### config.mk
export PLATFORM = sky130hd
export DESIGN_NAME = muldiv_unit
export DESIGN_NICKNAME = d
export VERILOG_FILES = /design/src/rtl/muldiv_unit.sv
export SDC_FILE = /design/constraint.sdc
export NUM_CORES = 1
export LEC_CHECK = 0
export CELL_PAD_IN_SITES_DETAIL_PLACEMENT = 1
export CELL_PAD_IN_SITES_GLOBAL_PLACEMENT = 2
export CORE_UTILIZATION = 29
export CTS_BUF_LIST = sky130_fd_sc_hd__clkbuf_16
export CTS_CLUSTER_DIAMETER = 50
export DETAILED_ROUTE_END_ITERATION = 8
export GPL_ROUTABILITY_DRIVEN = 0
export PLACE_DENSITY_LB_ADDON = 0.2
export SYNTH_ARGS = -nofsm -noshare
export SYNTH_HDL_FRONTEND = slang
export SYNTH_SLANG_ARGS = --single-unit
### constraint.sdc
create_clock -name clk -period 4.11 [get_ports clk]
set_clock_uncertainty 0.15 [all_clocks]
set_input_delay 0.822 -clock clk [delete_from_list [all_inputs] [get_ports clk]]
set_output_delay 0.822 -clock clk [all_outputs]
set_load 0.05 [all_outputs]
### src/rtl/muldiv_unit.sv
// muldiv_unit: iterative RV M-extension multiply/divide unit, one radix-2 step per clock.
//
// Ports:
//   clk, rst_n             clock, asynchronous active-low reset
//   req_valid/req_ready    request handshake; req_ready is decoded from state only
//   req_op                 funct3 (MUL, MULH, MULHSU, MULHU, DIV, DIVU, REM, REMU)
//   src1, src2             operands, sampled at acceptance
//   kill                   synchronous abort back to idle
//   resp_valid/resp_ready  response handshake
//   result                 result, held while resp_valid
//   busy                   unit not idle
//
// Build option: define MULDIV_DIV_EN to include the restoring divider. Without it,
// divide/remainder ops are still accepted and return all-ones after one cycle.

module muldiv_unit #(
    parameter int unsigned XLEN = 32
) (
    input  logic            clk,
    input  logic            rst_n,
    input  logic            req_valid,
    output logic            req_ready,
    input  logic [2:0]      req_op,
    input  logic [XLEN-1:0] src1,
    input  logic [XLEN-1:0] src2,
    input  logic            kill,
    output logic            resp_valid,
    input  logic            resp_ready,
    output logic [XLEN-1:0] result,
    output logic            busy
);
    localparam int unsigned PW    = 2 * XLEN;
    localparam int unsigned CNT_W = $clog2(XLEN + 1);

    typedef enum logic [1:0] {
        S_IDLE = 2'd0,
        S_MUL  = 2'd1,
`ifdef MULDIV_DIV_EN
        S_DIV  = 2'd2,
`endif
        S_DONE = 2'd3
    } state_e;

    state_e           state_q, state_d;
    logic [CNT_W-1:0] cnt_q, cnt_d;
    logic [2:0]       op_q, op_d;
    logic             neg_q, neg_d;
    logic             fixed_q, fixed_d;
    logic [XLEN-1:0]  fixed_res_q, fixed_res_d;
    logic [PW-1:0]    mcand_q, mcand_d;
    logic [XLEN-1:0]  mplier_q, mplier_d;
    logic [PW-1:0]    prod_q, prod_d;
    logic [XLEN-1:0]  result_q, result_d;

    logic             s1_signed, s2_signed, s1_neg, s2_neg;
    logic [XLEN-1:0]  s1_mag, s2_mag;
    logic [PW-1:0]    prod_fin;
    logic [XLEN-1:0]  mul_res;

`ifdef MULDIV_DIV_EN
    localparam logic [XLEN-1:0] MIN_NEG = {1'b1, {(XLEN-1){1'b0}}};

    logic             rem_neg_q, rem_neg_d;
    logic [XLEN-1:0]  quo_q, quo_d;
    logic [XLEN-1:0]  rem_q, rem_d;
    logic [XLEN-1:0]  dvsr_q, dvsr_d;
    logic [XLEN:0]    trial;
    logic [XLEN-1:0]  quo_fin, rem_fin, div_res;
`endif

    // Operand magnitudes and signs for the incoming request
    always_comb begin
        s1_signed = (req_op == 3'b001) || (req_op == 3'b010) ||
                    (req_op == 3'b100) || (req_op == 3'b110);
        s2_signed = (req_op == 3'b001) || (req_op == 3'b100) || (req_op == 3'b110);
        s1_neg    = s1_signed & src1[XLEN-1];
        s2_neg    = s2_signed & src2[XLEN-1];
        s1_mag    = s1_neg ? (~src1 + XLEN'(1)) : src1;
        s2_mag    = s2_neg ? (~src2 + XLEN'(1)) : src2;
    end

    // Final product sign fix-up and half selection (MUL takes the low half)
    always_comb begin
        prod_fin = neg_q ? (~prod_q + PW'(1)) : prod_q;
        mul_res  = (op_q == 3'b000) ? prod_fin[XLEN-1:0] : prod_fin[PW-1:XLEN];
    end

`ifdef MULDIV_DIV_EN
    // Restoring trial subtraction and final quotient/remainder sign fix-up
    always_comb begin
        trial   = {rem_q, quo_q[XLEN-1]} - {1'b0, dvsr_q};
        quo_fin = neg_q ? (~quo_q + XLEN'(1)) : quo_q;
        rem_fin = rem_neg_q ? (~rem_q + XLEN'(1)) : rem_q;
        div_res = op_q[1] ? rem_fin : quo_fin;
    end
`endif

    // Next-state and datapath
    always_comb begin
        state_d     = state_q;
        cnt_d       = cnt_q;
        op_d        = op_q;
        neg_d       = neg_q;
        fixed_d     = fixed_q;
        fixed_res_d = fixed_res_q;
        mcand_d     = mcand_q;
        mplier_d    = mplier_q;
        prod_d      = prod_q;
        result_d    = result_q;
`ifdef MULDIV_DIV_EN
        rem_neg_d   = rem_neg_q;
        quo_d       = quo_q;
        rem_d       = rem_q;
        dvsr_d      = dvsr_q;
`endif

        case (state_q)
            S_IDLE: begin
                if (req_valid) begin
                    op_d    = req_op;
                    neg_d   = s1_neg ^ s2_neg;
                    fixed_d = 1'b0;
                    cnt_d   = CNT_W'(XLEN);
                    if (!req_op[2]) begin
                        state_d  = S_MUL;
                        mcand_d  = PW'(s1_mag);
                        mplier_d = s2_mag;
                        prod_d   = '0;
                    end else begin
`ifdef MULDIV_DIV_EN
                        state_d   = S_DIV;
                        rem_neg_d = s1_neg;
                        quo_d     = s1_mag;
                        dvsr_d    = s2_mag;
                        rem_d     = '0;
                        // Special cases skip the iterations and finish on the next edge
                        if (src2 == '0) begin
                            fixed_d     = 1'b1;
                            cnt_d       = '0;
                            fixed_res_d = req_op[1] ? src1 : '1;
                        end else if (!req_op[0] && (src1 == MIN_NEG) && (src2 == '1)) begin
                            fixed_d     = 1'b1;
                            cnt_d       = '0;
                            fixed_res_d = req_op[1] ? '0 : src1;
                        end
`else
                        // No divider: one pass through MUL with a fixed all-ones result
                        state_d     = S_MUL;
                        fixed_d     = 1'b1;
                        cnt_d       = '0;
                        fixed_res_d = '1;
`endif
                    end
                end
            end
            S_MUL: begin
                if (cnt_q == '0) begin
                    state_d  = S_DONE;
                    result_d = fixed_q ? fixed_res_q : mul_res;
                end else begin
                    if (mplier_q[0]) begin
                        prod_d = prod_q + mcand_q;
                    end
                    mcand_d  = mcand_q << 1;
                    mplier_d = mplier_q >> 1;
                    cnt_d    = cnt_q - CNT_W'(1);
                end
            end
`ifdef MULDIV_DIV_EN
            S_DIV: begin
                if (cnt_q == '0) begin
                    state_d  = S_DONE;
                    result_d = fixed_q ? fixed_res_q : div_res;
                end else begin
                    if (!trial[XLEN]) begin
                        rem_d = trial[XLEN-1:0];
                        quo_d = {quo_q[XLEN-2:0], 1'b1};
                    end else begin
                        rem_d = {rem_q[XLEN-2:0], quo_q[XLEN-1]};
                        quo_d = {quo_q[XLEN-2:0], 1'b0};
                    end
                    cnt_d = cnt_q - CNT_W'(1);
                end
            end
`endif
            S_DONE: begin
                if (resp_ready) begin
                    state_d = S_IDLE;
                end
            end
            default: begin
                state_d = S_IDLE;
            end
        endcase

        // Abort wins over acceptance and completion; the last result is kept
        if (kill) begin
            state_d  = S_IDLE;
            result_d = result_q;
        end
    end

    // State and datapath registers
    always_ff @(posedge clk or negedge rst_n) begin
        if (!rst_n) begin
            state_q     <= S_IDLE;
            cnt_q       <= '0;
            op_q        <= '0;
            neg_q       <= 1'b0;
            fixed_q     <= 1'b0;
            fixed_res_q <= '0;
            mcand_q     <= '0;
            mplier_q    <= '0;
            prod_q      <= '0;
            result_q    <= '0;
`ifdef MULDIV_DIV_EN
            rem_neg_q   <= 1'b0;
            quo_q       <= '0;
            rem_q       <= '0;
            dvsr_q      <= '0;
`endif
        end else begin
            state_q     <= state_d;
            cnt_q       <= cnt_d;
            op_q        <= op_d;
            neg_q       <= neg_d;
            fixed_q     <= fixed_d;
            fixed_res_q <= fixed_res_d;
            mcand_q     <= mcand_d;
            mplier_q    <= mplier_d;
            prod_q      <= prod_d;
            result_q    <= result_d;
`ifdef MULDIV_DIV_EN
            rem_neg_q   <= rem_neg_d;
            quo_q       <= quo_d;
            rem_q       <= rem_d;
            dvsr_q      <= dvsr_d;
`endif
        end
    end

    assign req_ready  = (state_q == S_IDLE);
    assign busy       = (state_q != S_IDLE);
    assign resp_valid = (state_q == S_DONE);
    assign result     = result_q;

endmodule

==> results.txt, run 1 <==
The run finished with clean final reports. The instance area at placement is 17,200 µm², and the cell area after synthesis is 15,200 µm². Yosys attributes the largest share of cell area to sky130_fd_sc_hd__dfrtp_1 (34%), sky130_fd_sc_hd__nand2_1 (7.9%), sky130_fd_sc_hd__o21ai_0 (7.0%).

The logs give 0 for the count of inserted antenna diode cells and 54,400 µm for the total length of routed wires. Synthesis handed over a netlist of 1,941 instances. At the pin with the least slew margin, the transition time is 1010 ps. In the final routed layout, each cell accounts on average for 19.8 µm.

The worst slew slack as a fraction of its limit came out at 32.6%. The worst setup path is captured at a flip-flop. The fraction of synthesis flops using an asynchronous set or reset pin works out to 100%. In the routed design, unresolved DRC markers number 0.

In this run the power density over the cells is 687 nW/µm². The number of gates resized after CTS was 0. Clock-pin slew was measured on the worst setup and hold paths at 50 ps. Counting instances in the post-synthesis netlist gives the leading cell types as sky130_fd_sc_hd__nand2_1 (320), sky130_fd_sc_hd__o21ai_0 (214), sky130_fd_sc_hd__dfrtp_1 (205), sky130_fd_sc_hd__a21oi_1 (187), sky130_fd_sc_hd__nor2_1 (173). The cell accounting for the most synthesized area is sky130_fd_sc_hd__dfrtp_1. In this run the post-CTS setup repair buffer count came out at 0.

The run gives 0 as the number of nets still failing antenna checks after routing. Entering global routing, the biggest net connects 125 pins. Of the cells placed in the final design, the portion with a size suffix greater than 1 is 7.56%. The top cell type by area accounts for 33.7% of the synthesized area. The total of flip-flops plus latches after synthesis was 205.

The leakage power figure was 0.00806 µW; the final cell area excluding filler cells was 18,500 µm². The final net count is 2,179, and the total nets after synthesis is 2,082. TritonCTS built the clock tree. The width of the die came out at 231 µm. The leading cell type by number of instances after synthesis is sky130_fd_sc_hd__nand2_1.

The minimum clock period after layout works out to 3720 ps. The number of flops mapped to enable cells by yosys came out at 0. In this run the critical register-to-register path is launched from prod_q[1]$_DFFE_PN0P_.

The first routing iteration left 758 violations. Setup violations remaining at the end of the flow were counted as 0. The global routing usage summed across all routing layers was 20.6%; the number of max-cap violations was 0.

The first-pass iteration count of the detailed router was 4. The most used flip-flop cell after synthesis is sky130_fd_sc_hd__dfrtp_1. The number of failing hold endpoints at the final stage was 0; the peak supply drop was 269 µV. For this run the aggregate overflow at the end of global routing stands at 0.

Initial standard-cell utilization of the core: 29.5%. After detailed routing, the number of vias per cell comes to 5.28. After the flow finishes, the layout carries non-filler instances totaling 2,744. The share of synthesized area occupied by flip-flops and latches was 33.7%. The tools report the via count of the first global-routing pass as 15.1k. Hold buffer count at cts: 0.

The count of buffers added on input and output ports is 106. The arrival time at the worst endpoint is 4010 ps, and the row count is 83. The number of antenna violations at the first check in global routing came out at 2. At the worst endpoint, the required time is 4400 ps. After routing, the total negative slack on setup checks comes to 0 ps. The kind of start point of the critical path is a flip-flop. The peak fanout along the critical path is 5.

In the finished design, the share of the clock period the worst path needs comes to 90.5%. The I/O pin total was 107; the peak clock frequency supported by timing was 269 MHz. Setup repair after global routing left no endpoint under its margin. The tools report the count of synthesis-stage warnings from yosys as 0. The full die area is 53,300 µm², and the H-tree depth is 2.

Compared with the post-synthesis result, the final layout area differs by 21.7%. For this block, the via count after detailed routing is 14.5k. The detailed placement HPWL was 42,200 µm.

The first global-routing pass estimated 86,900 µm of wire. The design draws 12,700 µW. The worst reg-to-reg path cell count is 11, and the sink count of the clock tree is 205.

In this run, CTS created clock tree buffers numbering 38. In this run the deepest clock path goes through 3 buffers. After synthesis, the netlist uses 78 different library cells. Final hold analysis gives a worst-case slack of 125 ps. The region available for standard cell placement spans 51,500 µm². The worst hold path belongs to the class in2async. Each instance of the synthesized netlist takes up on average 7.83 µm².

The clock latency of the later-clocked register in the worst-skew pair came out at 560 ps. The die height works out to 231 µm. The kind of critical path was reg2reg. The reg-to-reg critical path endpoint was result[12]$_DFFE_PN0P_. The clock tree root buffer cell is sky130_fd_sc_hd__clkbuf_16. The worst register-to-register path has a setup slack of 390 ps.

The max-slew violation count was 0; the instance count after placement with tap cells included was 2,678.
[worst max-delay path, stage by stage, from the launching register on]
cell and delay, ps:
sky130_fd_sc_hd__dfrtp_1 400, sky130_fd_sc_hd__inv_1 220, sky130_fd_sc_hd__ha_1 250, sky130_fd_sc_hd__or3b_1 450, sky130_fd_sc_hd__nor4_4 420, sky130_fd_sc_hd__nand2_1 160
sky130_fd_sc_hd__nor2_1 230, sky130_fd_sc_hd__nand4_1 330, sky130_fd_sc_hd__o31ai_1 380, sky130_fd_sc_hd__xnor2_1 200, sky130_fd_sc_hd__a221oi_1 340, sky130_fd_sc_hd__nor2_1 90
[kinds of logic (layout without fill, tap and decap cells)]
group,count (synthesis),after routing,share of synthesized area [%]
and+or+nand+nor,753,753,23.0
AOI/OAI and AO/OA,608,608,24.1
DFF,205,205,33.7
xor gates and xnor gates,166,166,9.56
buffers and inverters,134,257,3.42
adders and majority gates,69,69,5.73
muxes,6,6,0.403
[registers in the layout, indices dropped and copies added, names as in the netlist]
name,flops
result,32
prod_q,64
fixed_res_q,1
mcand_q,64
cnt_q,6
mplier_q,32
op_q,3
neg_q,1
state_q,2
[where the power goes]
part | switching [µW] | leakage, µW | internal [µW]
clock network | 1160 | 0.000633 | 2050
logic | 3990 | 0.00475 | 2240
registers | 638 | 0.00267 | 2630
[layout by cell type (no fill, tap or decap), drive strengths merged, types with 5 or more instances in the layout]
cell type	instances
o211ai	9
a221o	6
o41ai	15
nor2	175
nand2	321
nand4	22
a221oi	14
buf	58
o21bai	11
a21oi	189
clkinv	9
clkdlybuf4s50	105
clkbuf	40
nand3b	5
a31oi	10
nor2b	14
nor4	25
bufinv	5
o21ai	221
a211oi	10
dfrtp	205
nor3	35
and3	10
and2	6
or2	8
mux2i	5
a21o	38
o21a	18
nand2b	10
xor2	80
xnor2	86
or3	32
inv	37
ha	68
o31ai	34
or4	14
a21boi	5
nand3	63
[routing by layer]
layer / GRT usage, % / vias up / wire [µm]
li1: - / 7121 / -
met1: 29.2 / 7035 / 27000
met2: 32.2 / 257 / 24100
met3: 2.92 / 73 / 1890
met4: 6.08 / 0 / 1440
met5: 0 / - / 0
[through the flow]
step | setup WS, ps | utilization (%)
floorplan | 990 | -
global placement | 160 | 33.4
detailed placement | 142 | 33.4
CTS | 349 | 35.9
global route | 138 | 35.9
finish | 391 | 35.9
[cell type report]
class / instances / area (µm²)
Multi-Input combinational cell: 1602 / 9580
Clock buffer: 39 / 976
Tap cell: 680 / 851
Clock inverter: 27 / 298
Inverter: 27 / 101
Timing Repair Buffer: 164 / 1560
Sequential cell: 205 / 5130
Fill cell: 6215 / 33000
[how the worst max path moves through the flow]
stage | startpoint | endpoint | slack (ps)
after detailed placement | src2[8] | mplier_q[28]$_DFFE_PN0P_ | 140
after CTS | prod_q[1]$_DFFE_PN0P_ | result[12]$_DFFE_PN0P_ | 350
after global placement | src2[8] | mplier_q[30]$_DFFE_PN0P_ | 160
after floorplan | src2[8] | mplier_q[30]$_DFFE_PN0P_ | 990
final | prod_q[1]$_DFFE_PN0P_ | result[12]$_DFFE_PN0P_ | 390
after global routing | mcand_q[0]$_DFFE_PN0P_ | prod_q[56]$_DFFE_PN0P_ | 140
Power figures use the tool's default switching activity.
==> run 2: changes to the inputs <==
Settings changed: RECOVER_POWER set to 50.
==> results.txt, run 2 (synthesis results as in run 1) <==
For the number of max-cap violations, the log shows 1. For the worst slew slack as a fraction of its limit, the log shows -53.4%. The flow ran to the end, but the final reports show violations.

Summed over all cells, the static leakage comes to 0.00805 µW. For this run, the post-layout net count is 2,179. The startpoint identified for the worst hold timing path is result[13]$_DFFE_PN0P_. In this run the critical register-to-register path is captured at result[12]$_DFFE_PN0P_.

0 antenna diodes ended up in the layout. The tools report the kind of capture point of the worst setup path as a flip-flop. The worst register-to-register path has a setup slack of 400 ps. For the initial standard-cell utilization of the core, the log shows 29.5%.

Setup repair after global routing left no endpoint under its margin. Routed via count: 14.5k. The worst hold path terminates at result[13]$_DFFE_PN0P_. TritonCTS built the clock tree.

In the final routed layout, each cell accounts on average for 19.8 µm. The final worst slack was 401 ps; the buffer levels on the longest clock path was 3. The post-route netlist has 7.46% of its cells at a drive strength greater than 1. The total power per unit cell area works out to 687 nW/µm². The post-route fraction of the period consumed by the critical path is 90.3%. Number of antenna violations at the first check in global routing: 2. The final reports fail on capacitance limit, slew limit. Measured along the y axis, the die boundary spans 231 µm. The worst register-to-register path begins at prod_q[0]$_DFFE_PN0P_. The number of failing hold endpoints at the final stage is 0. The number of vias per cell was 5.27; the placement-stage worst setup slack was 142 ps. The clock latency of the later-clocked register in the worst-skew pair is 560 ps, and the via count of the first global-routing pass is 15.1k.

The tree built by TritonCTS fans out to 205 sinks. The logs give 6,217 for the number of fill cells in the layout and 125 for the pin count of the biggest net entering global routing. The detailed router finished its first iteration with 791 violations. The hold buffer count at cts was 0. The full die area is 53,300 µm², and the clock transition at the registers of the reported paths is 60 ps.

The run gives 86,900 µm as the wire length of the first global-routing pass. The class of the tightest hold or removal check was reg2reg. The die is 231 µm wide. The area growth from synthesis to layout is 21.5%, and the max-slew violation count is 84.

The number of port buffers was 106; the placeable core region was 51,500 µm². The number of gates resized after cts is 0. The number of nets still failing antenna checks after routing was 0; the transition at the pin with the smallest max-transition slack was 2300 ps.

The routed design has 54,400 µm of wire. The global routing usage summed across all routing layers is 20.6%, and the I/O pin total is 107. Clock tree root buffer cell: sky130_fd_sc_hd__clkbuf_16. Data on the critical path is required at its endpoint by 4400 ps.

The worst hold path passes through 2 cells. The setup TNS after final layout was 0 ps; the overflow left after global routing was 0. DRC violations left: 0. The detailed placement HPWL was 42,200 µm; the H-tree depth was 2.

The minimum clock period after layout was 3710 ps. For the worst flop-to-flop path, the logic depth is 12. The number of buffers added by the clock tree synthesis step is 38, and the first-pass iteration count of the detailed router is 4. VDD sags by at most 266 µV. Of all nets on the critical path, the largest fanout is 5.

The largest registers in the layout are mcand_q (64), prod_q (64). For the final setup violation count, the log shows 0. In the layout the commonest cells are sky130_fd_sc_hd__nand2_1 (320), sky130_fd_sc_hd__o21ai_0 (213), sky130_fd_sc_hd__dfrtp_1 (205). The library cell used most frequently in the layout, excluding fill and tap cells, is sky130_fd_sc_hd__nand2_1.

The floorplan has 83 rows. Once the clock tree was built, the setup fixing pass inserted 0 buffers. For the peak clock frequency supported by timing, the log shows 270 MHz. The kind of start point of the critical path was a flip-flop.

The setup path with the least slack is of type reg2reg. The run gives 4000 ps as the arrival time at the worst endpoint.
run 2: through the flow:
step	instances	util, %	total power (µW)	area (µm²)	hold WS [ps]
6_report	2744	35.9	12700	18500	324
5_1_grt	2744	35.9	13600	18500	357
4_1_cts	2744	35.9	12800	18500	166
3_5_place_dp	2678	33.4	9530	17200	320
3_3_place_gp	2678	33.4	9440	17200	313
2_1_floorplan	1941	-	7370	15200	291
run 2: worst max-delay path by stage:
stage / start / to / cells past startpoint
global route: mcand_q[0]$_DFFE_PN0P_ / prod_q[56]$_DFFE_PN0P_ / 16
finish: prod_q[0]$_DFFE_PN0P_ / result[12]$_DFFE_PN0P_ / 12
CTS: prod_q[1]$_DFFE_PN0P_ / result[12]$_DFFE_PN0P_ / 11
global placement: src2[8] / mplier_q[30]$_DFFE_PN0P_ / 11
detailed placement: src2[8] / mplier_q[28]$_DFFE_PN0P_ / 11
floorplan: src2[8] / mplier_q[30]$_DFFE_PN0P_ / 10
run 2: critical path: stages, from the launching register on:
cell and delay, ps:
sky130_fd_sc_hd__dfrtp_1 420, sky130_fd_sc_hd__buf_4 170, sky130_fd_sc_hd__inv_1 70, sky130_fd_sc_hd__ha_1 190, sky130_fd_sc_hd__or3b_1 440, sky130_fd_sc_hd__nor4_4 420
sky130_fd_sc_hd__nand2_1 160, sky130_fd_sc_hd__nor2_1 230, sky130_fd_sc_hd__nand4_1 330, sky130_fd_sc_hd__o31ai_1 380, sky130_fd_sc_hd__xnor2_1 200, sky130_fd_sc_hd__a221oi_1 340
sky130_fd_sc_hd__nor2_1 90
run 2: routing by layer:
layer	share of wire, %	GRT usage (%)	vias to the layer above
li1	-	-	7120
met5	0	0	-
met3	3.3	2.92	73
met4	2.6	6.08	0
met1	50	29.2	7030
met2	44	32.2	249
run 2: final cells by class:
type | count | area, µm² | share of cell area (%)
repair buffers | 164 | 1530 | 8.29
flip-flops and latches | 205 | 5130 | 27.8
inverters | 27 | 101 | 0.549
well taps | 680 | 851 | 4.61
multi-input cells | 1602 | 9580 | 51.9
clock buffers | 39 | 976 | 5.28
clock inverters | 27 | 298 | 1.61
run 2: report_power, final:
group | switching, µW | internal (µW) | total [µW]
Combinational | 3990 | 2230 | 6220
Clock | 1160 | 2050 | 3210
Sequential | 637 | 2630 | 3270
==> patch 1, RTL diff (flow settings as in run 1) <==
The option `MULDIV_DIV_EN` is turned on by a define.
--- a/src/rtl/muldiv_unit.sv
+++ b/src/rtl/muldiv_unit.sv
@@ -13,4 +13,6 @@
 // Build option: define MULDIV_DIV_EN to include the restoring divider. Without it,
 // divide/remainder ops are still accepted and return all-ones after one cycle.
+
+`define MULDIV_DIV_EN
 
 module muldiv_unit #(
Function: not settled (the Yosys comparison gave no result); the edit may change what the design does.
==> patch 1 against run 1 <==
  * Critical path type unchanged
  * Sequential cell count rose by 129
  * Routed wire length up 86%
  * First-iteration DRC count is 92% higher
  * Final area rose by 67%
  * Area after synthesis rose by 62%
  * Sequential power up 58%
  * Setup slack lost 240 ps
  * Maximum frequency fell by 6.1%
  * Total power grew 90%
==> patch 1: results (changes against run 1) <==
status - finished, final reports clean
register share of the cell area - 27.0% (-0.69 points)
depth of the CTS H-tree - 3 (+1)
LEAKAGE - 14.0 nW (+74%)
inverter count - 90 (+230%)
Clk. pwr - 5.68 mW (+77%)
Layout non-clock buf frac - 10.0% (+1.5 points)
met2 WL - 46.4 mm (+92%)
Total GRT Usage - 23.5% (+2.9 points)
Sw Pwr - 11.6 mW (+100%)
via count of the first global-routing pass - 25700 (+71%)
CP max stage cell - or4b_2
Multi-input gate area - 0.0154 mm^2 (+60%)
Mapped Nets - 3349 (+61%)
largest net degree at the start of global routing - 80 (-36%)
placed cell count - 4475 (+67%)
Placed Area - 0.0285 mm^2 (+65%)
Arr. time, crit path - 4290 ps (+280 ps)
post-place setup slack - -363 ps (-506 ps)
slew margin rel. - 33.2% (+0.61 points)
Detailed Route Iter0 Violations - 1455 (+92%)
Clock Latency Late Sink - 640 ps (+80 ps)
GR met2 Demand/Resource - 38.1% (+5.8 points)
#FFs+latches synth - 334 (+63%)
layout cells sized above 1 - 12.2% (+4.6 points)
clock buffer count - 69 (+77%)
drt pass-1 iters - 5 (+1)
Core Area - 0.0840 mm^2 (+63%)
Buffers excl. clock - 359 (+120%)
R2R depth - 13 (+2)
WL met1 - 47.8 mm (+77%)
final period demand of the worst path - 3960 ps (+240 ps)
grt met3 use - 2.79% (-0.13 points)
top sig layer - met5
vias per inst - 5.38 (+1.8%)
Worst path max stage delay - 640 ps (+190 ps)
synth top area cells - dfrtp_1, o21ai_0, nand2_1
Syn Area/Cell - 7.79 um^2 (-0.55%)
routed length per placed instance - 21.9 um (+11%)
synth unique cells - 75 (-3.8%)
crit-path max FO - 4 (-1)
clk tree area frac - 7.55% (+0.67 points)
reg-to-reg endpoint - result[22]$_DFFE_PN0P_
nets - 3593 (+65%)
[patch 1: logic make-up (layout without fill, tap and decap cells)]
logic type	after synthesis	in the layout	synth area share, %
muxes	74	74	3.03
DFF	334	334	33.9
AOI/OAI and AO/OA	1023	1023	24.7
adders and majority gates	109	109	5.59
and+or+nand+nor	1117	1117	20.1
buffers and inverters	276	575	4.35
xor gates and xnor gates	235	235	8.34
[patch 1: worst max-delay path by stage]
stage                         endpoint  cells past startpoint
2_1_floorplan    rem_q[23]$_DFFE_PN0P_                     15
3_3_place_gp   mcand_q[31]$_DFFE_PN0P_                     14
3_5_place_dp   mcand_q[31]$_DFFE_PN0P_                     14
4_1_cts         result[28]$_DFFE_PN0P_                     13
5_1_grt         result[20]$_DFFE_PN0P_                     15
6_report        result[22]$_DFFE_PN0P_                     13
[patch 1: timing repair]
item                       in CTS  in global routing
buffers inserted                0                  0
gates resized for setup         6                 15
setup endpoints to repair       9                 40
pin swaps                       0                  1
==> patch 2, RTL diff (settings of run 1) <==
Without the edit above. The 3 states of `state_e` get a one-hot encoding in 3 bits.
--- a/src/rtl/muldiv_unit.sv
+++ b/src/rtl/muldiv_unit.sv
@@ -33,11 +33,11 @@
     localparam int unsigned CNT_W = $clog2(XLEN + 1);
 
-    typedef enum logic [1:0] {
-        S_IDLE = 2'd0,
-        S_MUL  = 2'd1,
+    typedef enum logic [2:0] {
+        S_IDLE = 3'b001,
+        S_MUL  = 3'b010,
 `ifdef MULDIV_DIV_EN
         S_DIV  = 2'd2,
 `endif
-        S_DONE = 2'd3
+        S_DONE = 3'b100
     } state_e;
 
Function: no difference found for any inputs over 4 cycles, from zero or initial values and one cycle with rst_n low; so few cycles prove little.
==> patch 2 against run 1 <==
  * Setup slack lost 64 ps
  * Die area shrank 1.2%
  * Sequential cell count grew 1
  * Critical path depth shrank 2
  * Routed wire length shrank 2.6%
  * Area after synthesis shrank 1.2%
  * Final area shrank 1.3%
  * Maximum frequency shrank 1.7%
Power is not compared: it rests on default switching activity, and its combinational part moved more than twofold at a synthesized area within 25%.
==> patch 2: results (changes against run 1) <==
grt met3 use - 3.83% (+0.92 points)
first-pass GRT wire length - 85.4 mm (-1.7%)
synth top area cells - dfrtp_1, nand2_1, o21ai_0
Multi-In Gates - 1576 (-1.6%)
CP max stage cell - or4_4
top sig layer - met5
mux cell area share after synthesis - 0.217% (-0.19 points)
Antenna diodes - 1 (+1)
met2 WL - 24.5 mm (+1.5%)
status - finished, final reports clean
Total GRT Usage - 20.3% (-0.27 points)
Buffers excl. clock - 158 (-3.7%)
drt pass-1 iters - 5 (+1)
Mapped Nets - 2059 (-1.1%)
synth unique cells - 66 (-15%)
R2R depth - 9 (-2)
met1 usage - 27.3% (-1.9 points)
layout cells sized above 1 - 6.96% (-0.59 points)
crit-path max FO - 6 (+1)
Worst Setup EP - result[9]$_DFFE_PN0P_
R2R Setup Slk - 330 ps (-60 ps)
instance count on the critical path - 9 (-2)
compound-gate portion of the synthesized area - 24.1% (-0.042 points)
total CTS buffers - 39 (+2.6%)
routed wl met3 - 2.05 mm (+8.0%)
sequential cell count - 206 (+0.49%)
Layout non-clock buf frac - 8.31% (-0.13 points)
Detailed Route Iter0 Violations - 627 (-17%)
initial antenna violation count - 4 (+2)
-- patch 2: cell count changes after synthesis, sizes merged, moves of 12 or more --
cell and delta:
a21oi -16, nor2 -25, nand2 +21, or3 -12
-- patch 2: metrics by stage --
stage / std cells / cell area [um^2] / power (mW) / hold slack, ps / utilization [%]
after detailed placement: 2648 / 17000 / 5.03 / 314 / 33.2
after global routing: 2720 / 18300 / 8.53 / 40.6 / 35.7
after floorplan: 1918 / 15000 / 4.14 / 297 / -
final: 2720 / 18300 / 8.06 / 22.6 / 35.7
after global placement: 2648 / 17000 / 4.98 / 311 / 33.2
after CTS: 2719 / 18300 / 8.20 / 23.2 / 35.7
-- patch 2: power groups by stage --
stage          Sequential, mW  Clock, mW  Combinational, mW
3_5_place_dp             2.68          0               2.35
2_1_floorplan            2.94          0               1.19
4_1_cts                  2.65       3.19               2.36
6_report                 2.65       3.08               2.33
3_3_place_gp             2.67          0               2.31
5_1_grt                  2.70       3.27               2.56
